## config.mk

```make
export PLATFORM = sky130hd
export DESIGN_NAME = atm_account_server
export DESIGN_NICKNAME = d
export VERILOG_FILES = /design/src/rtl/atm_account_server.sv
export SDC_FILE = /design/constraint.sdc
export NUM_CORES = 2
export LEC_CHECK = 0
export ABC_CLOCK_PERIOD_IN_PS = 17550
export CAP_MARGIN = 20
export CORE_MARGIN = 5
export CORE_UTILIZATION = 55
export CTS_CLUSTER_DIAMETER = 40
export DETAILED_ROUTE_END_ITERATION = 12
export GPL_TIMING_DRIVEN = 1
export MAX_ROUTING_LAYER = met4
export PLACE_DENSITY = 0.8
export SETUP_SLACK_MARGIN = 0.1
export SYNTH_ARGS = -nofsm -noshare
export SYNTH_HDL_FRONTEND = slang
export SYNTH_SLANG_ARGS = --single-unit
```

## constraint.sdc

```tcl
create_clock -name clk -period 17.55 [get_ports clk]
set_clock_uncertainty 0.1 [all_clocks]
set_input_delay 3.51 -clock clk [delete_from_list [all_inputs] [get_ports clk]]
set_output_delay 3.51 -clock clk [all_outputs]
set_load 0.02 [all_outputs]
```

## src/rtl/atm_account_server.sv

```systemverilog
// rtl/atm_account_server.sv - bank-side account table answering ATM requests over valid/ready
module atm_account_server #(
    parameter int          NUM_ACCOUNTS = 4,
    parameter logic [16:0] ACCT_BASE    = 17'd1000,
    parameter logic [18:0] INIT_BALANCE = 19'd5000,
    parameter logic [16:0] INIT_PIN     = 17'd1234,
    parameter int          MAX_TRIES    = 3
) (
    input  logic        clk,
    input  logic        reset,
    input  logic        req_valid,
    output logic        req_ready,
    input  logic [2:0]  req_op,
    input  logic [16:0] req_account,
    input  logic [16:0] req_pin,
    input  logic [16:0] req_new_pin,
    input  logic [16:0] req_dest_account,
    input  logic [18:0] req_amount,
    output logic        rsp_valid,
    input  logic        rsp_ready,
    output logic        rsp_ok,
    output logic [2:0]  rsp_status,
    output logic [18:0] rsp_balance
);

    typedef enum logic [1:0] {IDLE, CHECK, EXEC, RESP} state_t;

    state_t state, state_next;

    logic [2:0]  op_q;
    logic [16:0] acct_q;
    logic [16:0] pin_q;
    logic [16:0] new_pin_q;
    logic [16:0] dest_q;
    logic [18:0] amount_q;

    // Tables are sized for the largest allowed depth so a 4-bit index always fits.
    logic [18:0] bal_tbl   [16];
    logic [16:0] pin_tbl   [16];
    logic [7:0]  fails_tbl [16];
    logic [15:0] locked_tbl;

    logic [16:0] src_off, dst_off;
    logic [3:0]  src_idx, dst_idx;
    logic        src_in, dst_in;
    logic [18:0] src_bal, dst_bal;
    logic [19:0] src_sum, dst_sum;
    logic [7:0]  fails_inc;
    logic [2:0]  status_comb;
    logic [2:0]  chk_status;

    always_comb begin
        src_off   = acct_q - ACCT_BASE;
        dst_off   = dest_q - ACCT_BASE;
        src_in    = (acct_q >= ACCT_BASE) && (src_off < 17'(NUM_ACCOUNTS));
        dst_in    = (dest_q >= ACCT_BASE) && (dst_off < 17'(NUM_ACCOUNTS));
        src_idx   = src_off[3:0];
        dst_idx   = dst_off[3:0];
        src_bal   = bal_tbl[src_idx];
        dst_bal   = bal_tbl[dst_idx];
        src_sum   = {1'b0, src_bal} + {1'b0, amount_q};
        dst_sum   = {1'b0, dst_bal} + {1'b0, amount_q};
        fails_inc = fails_tbl[src_idx] + 8'd1;
    end

    // Ordered rule chain: the first failing rule decides the status.
    always_comb begin
        status_comb = 3'd0;
        if (op_q > 3'd4)
            status_comb = 3'd6;
        else if (!src_in)
            status_comb = 3'd1;
        else if (locked_tbl[src_idx])
            status_comb = 3'd3;
        else if (pin_q != pin_tbl[src_idx])
            status_comb = 3'd2;
        else if (op_q == 3'd1 && amount_q > src_bal)
            status_comb = 3'd4;
        else if (op_q == 3'd2 && src_sum[19])
            status_comb = 3'd5;
        else if (op_q == 3'd3 && (!dst_in || dest_q == acct_q))
            status_comb = 3'd7;
        else if (op_q == 3'd3 && amount_q > src_bal)
            status_comb = 3'd4;
        else if (op_q == 3'd3 && dst_sum[19])
            status_comb = 3'd5;
    end

    always_ff @(posedge clk) begin
        if (reset)
            state <= IDLE;
        else
            state <= state_next;
    end

    always_comb begin
        state_next = state;
        req_ready  = 1'b0;
        rsp_valid  = 1'b0;
        case (state)
            IDLE: begin
                req_ready = 1'b1;
                if (req_valid)
                    state_next = CHECK;
            end
            CHECK: state_next = EXEC;
            EXEC:  state_next = RESP;
            RESP: begin
                rsp_valid = 1'b1;
                if (rsp_ready)
                    state_next = IDLE;
            end
            default: state_next = IDLE;
        endcase
    end

    always_ff @(posedge clk) begin
        if (reset) begin
            op_q        <= '0;
            acct_q      <= '0;
            pin_q       <= '0;
            new_pin_q   <= '0;
            dest_q      <= '0;
            amount_q    <= '0;
            chk_status  <= '0;
            rsp_ok      <= 1'b0;
            rsp_status  <= '0;
            rsp_balance <= '0;
            locked_tbl  <= '0;
            for (int i = 0; i < 16; i++) begin
                bal_tbl[i]   <= INIT_BALANCE;
                pin_tbl[i]   <= INIT_PIN;
                fails_tbl[i] <= '0;
            end
        end else begin
            case (state)
                IDLE: begin
                    if (req_valid) begin
                        op_q      <= req_op;
                        acct_q    <= req_account;
                        pin_q     <= req_pin;
                        new_pin_q <= req_new_pin;
                        dest_q    <= req_dest_account;
                        amount_q  <= req_amount;
                    end
                end
                CHECK: chk_status <= status_comb;
                EXEC: begin
                    rsp_status <= chk_status;
                    rsp_ok     <= (chk_status == 3'd0);
                    case (chk_status)
                        3'd0: begin
                            fails_tbl[src_idx] <= '0;
                            rsp_balance        <= src_bal;
                            case (op_q)
                                3'd1: begin
                                    bal_tbl[src_idx] <= src_bal - amount_q;
                                    rsp_balance      <= src_bal - amount_q;
                                end
                                3'd2: begin
                                    bal_tbl[src_idx] <= src_sum[18:0];
                                    rsp_balance      <= src_sum[18:0];
                                end
                                3'd3: begin
                                    bal_tbl[src_idx] <= src_bal - amount_q;
                                    bal_tbl[dst_idx] <= dst_sum[18:0];
                                    rsp_balance      <= src_bal - amount_q;
                                end
                                3'd4: pin_tbl[src_idx] <= new_pin_q;
                                default: ;
                            endcase
                        end
                        3'd2: begin
                            rsp_balance        <= src_bal;
                            fails_tbl[src_idx] <= fails_inc;
                            // The attempt that hits the limit already reports the lock.
                            if (fails_inc >= 8'(MAX_TRIES)) begin
                                locked_tbl[src_idx] <= 1'b1;
                                rsp_status          <= 3'd3;
                            end
                        end
                        default: rsp_balance <= src_in ? src_bal : '0;
                    endcase
                end
                default: ;
            endcase
        end
    end

endmodule

```

Word level (Yosys, flattened, before mapping)
Memory sizes are Yosys's and may differ from the RTL's.
Index checks and enable logic that the tools add are counted.

storage, ports and cells
  memories = 3
  word-level logic and storage cells = 134
  flip-flop bits (word level) = 134
  output and inout port bits = 25
  RAM bits = 704

operators by class
  bitwise gates (word level) = 4
  equal/unequal tests = 12
  reduce and logical (&&, ||, !) cells = 20
  add/sub/neg operators = 6
  muxes and demuxes = 68
  $lt $le $gt $ge = 9

memory list
  name       words  width  read ports  clocked after memory_dff  write ports  line  text
  bal_tbl    16     19     2           0                         16           38    logic [18:0] bal_tbl [16];
  pin_tbl    16     17     1           0                         16           39    logic [16:0] pin_tbl [16];
  fails_tbl  16     8      1           0                         16           40    logic [7:0] fails_tbl [16];

operators with widths
  operator                  number
  $mux W19                  5
  $pmux W19 S2              2
  $add A19 B19 Y20          2
  $mux W1                   38
  $reduce_or A19 Y1         2
  $ge A17 B10 Y1 const B    2
  $lt A17 B3 Y1 const B     2
  $sub A17 B10 Y17 const B  2
  $mux W3                   11
  $gt A19 B19 Y1            1
  $sub A19 B19 Y19          1
  $eq A17 B17 Y1            1
  $mux W17                  1
  $ne A17 B17 Y1            1
  $reduce_or A17 Y1         1
  $mux W4                   4
  $mux W8                   2
  $or A16 B16 Y16           1
  $eq A3 B2 Y1 const B      3
  $add A8 B1 Y8 const B     1
  $ge A8 B2 Y1 const B      1
  $logic_and A1 B1 Y1       8
  $pmux W2 S4               1
  $reduce_or A8 Y1          1
  other kinds (19)          25

Depth between registers and ports, before layout
  depth after elaboration = 13
  depth in mapped cells = 22
  gate-level depth less buffers = 15

Worst setup path after synthesis
Ideal clock, no wire load.

  path type = input-to-reg
  start = input port reset
  end = memory bal_tbl[14][0], enable pin
  data arrival time = 5,752 ps
  buffers on the path = 3
  data required time = 17,074 ps
  stages = 10
  path slack = 11,322 ps
  path through = clkbuf_1 -> nor2b_1 -> clkbuf_1 -> nand2_1 -> nor2_1 -> nand2_1 -> or2_2 -> clkbuf_1 -> nor2_1 -> or3_1

RTL lines
  element      line  text
  from (decl)  10    input logic reset,
  to (decl)    38

==> implementation parameters <==
Parameter                              Value

Detailed routing
  Number of nets with antenna violations after detailed routing    0
  Iteration count of the initial detailed-routing pass    8
  Total number of vias    32,300
  DR iter-0 viols    5,011
  Total Wirelength    132 mm
  Final routed wire length divided by cell count    28.4 µm
  DRC violation count after routing    0
  Vias per cell    6.93

Global routing
  Pin count of the biggest net entering global routing    103
  Number of global-route vias before repair    31,700
  Global-route usage over all layers    31.1%
  Number of antenna violations at the first check in global routing    6
  Remaining global-route overflow    0
  Global-route wire length before repair    198 mm

Cells and area
  Footprint of the multi-input gates    18,700 µm²
  P&R area growth vs syn    12.8%
  Fraction of final layout cells sized beyond drive strength 1    15.7%
  Highest-count cells in the layout ignoring fill and taps    edfxtp_1, nand2_1, nor2_1, mux4_2, and2_1
  Sequential Area    23,800 µm²
  Final net count    3,679
  Number of fill cells in the layout    5,637
  End-of-flow core utilization    62.6%
  Commonest non-fill, non-tap cell in the layout    edfxtp_1

STA
  Max-slew violation count    0
  Final Hold Vio Count    0
  Tightest slew margin relative to the limit    13.2%
  Period minus WS final    6.70 ns
  Total negative slack for setup checks    0 ns
  Unrepaired setup endpoints after global routing    false
  Final worst-path cycle share    38.2%
  Final setup viols    0
  Actual transition at the worst max-transition pin    1.30 ns
  F_max    149 MHz

Clocking
  Number of resized instances in the post-cts repair step    0
  Maximum number of buffers from clock root to sink    3
  TritonCTS clock tree    yes
  Later-pin clock latency in the skew report    0.69 ns
  Num CTS Buffers    106
  Root buffer selected by CTS    clkbuf_16
  Register clock-pin slew on the reported worst setup and hold paths    0.06 ns
  Number of clock sinks seen by CTS    838
  # H-tree levels    3
  Hold buffer count at CTS    0
  Number of buffers added for setup after CTS    0

Setup path
  Largest fanout of any net on the critical path    62
  Critical-path cell list    buf_4, mux4_2, mux4_2, ha_1, fa_1, nor3b_1, a211oi_1, o21ai_0, o41ai_2, a21oi_1, xor2_2, a22oi_1
  Most common cell type on the critical path    mux4_2
  Critical path arrival    7.00 ns
  Count of buffer and inverter cells on the critical path    1
  Critical path class    flip-flop to flip-flop
  Data required time at the worst endpoint    17.84 ns
  Cell family with the largest share of critical-path delay    compound AO/OA/AOI/OAI gates
  Standard cell with the maximum stage delay on the critical path    xor2_2
  Worst Setup Start Kind    flip-flop
  Setup crit end kind    flip-flop
  Crit-path max cell delay    0.91 ns

Floorplan
  Area of the placeable core    79,100 µm²
  Initial core utilization    55.5%
  Die Outline Area    85,700 µm²
  Horiz. Die Dim    293 µm
  Height of the die    293 µm
  I/O pins    119
  Std cell rows    103

Yosys
  Post-synthesis sequential element count    838
  Top_reg_cell synth    edfxtp_1
  Part of the Yosys area used for sequential elements    54.2%
  Cell types with the largest area share after synthesis    edfxtp_1, mux4_2, dfxtp_1, nand2_1, and2_1
  Area share of the largest cell type after synthesis    48.1%
  Post-synthesis instance area    44,000 µm²
  Cell type contributing the most total cell area after synthesis    edfxtp_1
  Mean instance size in the synthesized netlist    12.4 µm²
  Distinct cell type count after synthesis    78
  Yosys synthesis warning count    0
  Fraction of registers with async set or reset after synthesis    0%
  Number of enable-type register cells in the synthesized netlist    704
  Syn Nets    3,692
  Synthesized netlist cell count    3,532

Placed design
  Final weighted congestion in routability-driven placement    0.946
  Count of input and output buffers    118
  Dpl hpwl    87.5 mm

Outcome
  Run status    complete, no violations

Worst hold path
  Hold Path Class    flip-flop to flip-flop

Power
  Clock power share    32.8%
  LEAKAGE    15.9 nW
  Combinational fraction of design power    32.6%
  Sequential share of power    34.7%
  Internal power consumption    4.39 mW
  Switching portion of total power    37.2%
  Net switching power    2.60 mW
  Peak supply drop    0.105 mV
  PD cells    141 nW/µm²

Flow run
  Reported max-cap violation count    0
==> tightest hold or removal path, cell delays in order, from the launching register on <==
cell	delay, ns
dfxtp_1	0.31
inv_1	0.05
o22ai_1	0.07
==> cells in the mapped netlist (all sizes together) (7+ instances only) <==
library cell  number
edfxtp           704
nand2            361
mux4             280
nor2             270
clkbuf           224
and2             201
o22ai            199
a21oi            134
dfxtp            134
a22oi            106
or3              104
o21ai             92
buf               77
ha                63
inv               63
mux2i             58
xnor2             53
nor3              45
nand3             31
nand2b            26
nor2b             26
xor2              26
a31oi             25
or2               24
nor4              19
nand4             16
a211oi            15
and3              15
o211ai            12
o21bai            12
a21o              11
o21a              11
a211o              9
a221oi             8
o31a               7
==> per-layer routing <==
layer	global-route usage, %	wire (µm)
met5	-	0
met4	11.7	5880
met3	10.3	19700
met2	46.7	60700
met1	40.1	46200
==> power by group through the flow <==
| stage | clock network [mW] | logic [mW] | registers, mW |
|---|---|---|---|
| after floorplan | 0 | 1.42 | 2.37 |
| after global placement | 0 | 2.10 | 2.45 |
| after detailed placement | 0 | 2.13 | 2.46 |
| after CTS | 2.29 | 2.16 | 2.42 |
| after global routing | 2.38 | 2.36 | 2.43 |
| final | 2.29 | 2.28 | 2.42 |
==> kinds of logic (layout without fill, tap and decap cells) <==
| family | Yosys count | count (layout) | synth area share (%) |
|---|---|---|---|
| and+or+nand+nor | 1152 | 1152 | 12.7 |
| DFF | 838 | 838 | 54.2 |
| AOI/OAI and AO/OA | 691 | 691 | 10.2 |
| buffers and inverters | 366 | 446 | 3.54 |
| muxes | 340 | 340 | 15.9 |
| xor gates and xnor gates | 79 | 79 | 1.57 |
| adders and majority gates | 66 | 66 | 1.93 |
| other | 0 | 7 | 0 |
==> flip-flops by register name, indices dropped and copies added (netlist names) <==
name / flops
bal_tbl: 304
new_pin_q: 17
pin_tbl: 272
dest_q: 17
fails_tbl: 128
rsp_status: 3
pin_q: 17
state: 2
chk_status: 3
rsp_balance: 19
rsp_ok: 1
acct_q: 17
locked_tbl: 16
amount_q: 19
op_q: 3
==> path summary, 6_finish.rpt <==
path,end,start,slack (ns),cells past startpoint
max,bal_tbl[3][12],acct_q[1],10.85,12
min,locked_tbl[3],locked_tbl[3],0.37,2
max reg2reg,bal_tbl[3][12],acct_q[1],10.85,12
min reg2reg,locked_tbl[3],locked_tbl[3],0.37,2
==> cell type report <==
cell class / count / share of cell area, %
multi-input combinational: 2328 / 37.7
tap: 1050 / 2.65
antenna: 7 / 0.0353
sequential: 838 / 48.1
clock inverter: 67 / 1.69
inverter: 65 / 0.492
clock buffer: 134 / 5.90
timing repair buffer: 180 / 3.40
==> through the flow <==
stage                     hold WS (ns)  cells  power (mW)  worst slack, ns  cell area, µm²
after floorplan                  0.336   3532        3.80            11.32           44000
after global placement           0.356   4455        4.55            10.75           45700
after detailed placement         0.363   4456        4.59            10.70           45700
after CTS                        0.371   4657        6.86            10.92           49500
after global routing             0.391   4668        7.18            10.44           49600
final                            0.372   4669        6.99            10.85           49600
Power figures use the tool's default switching activity.
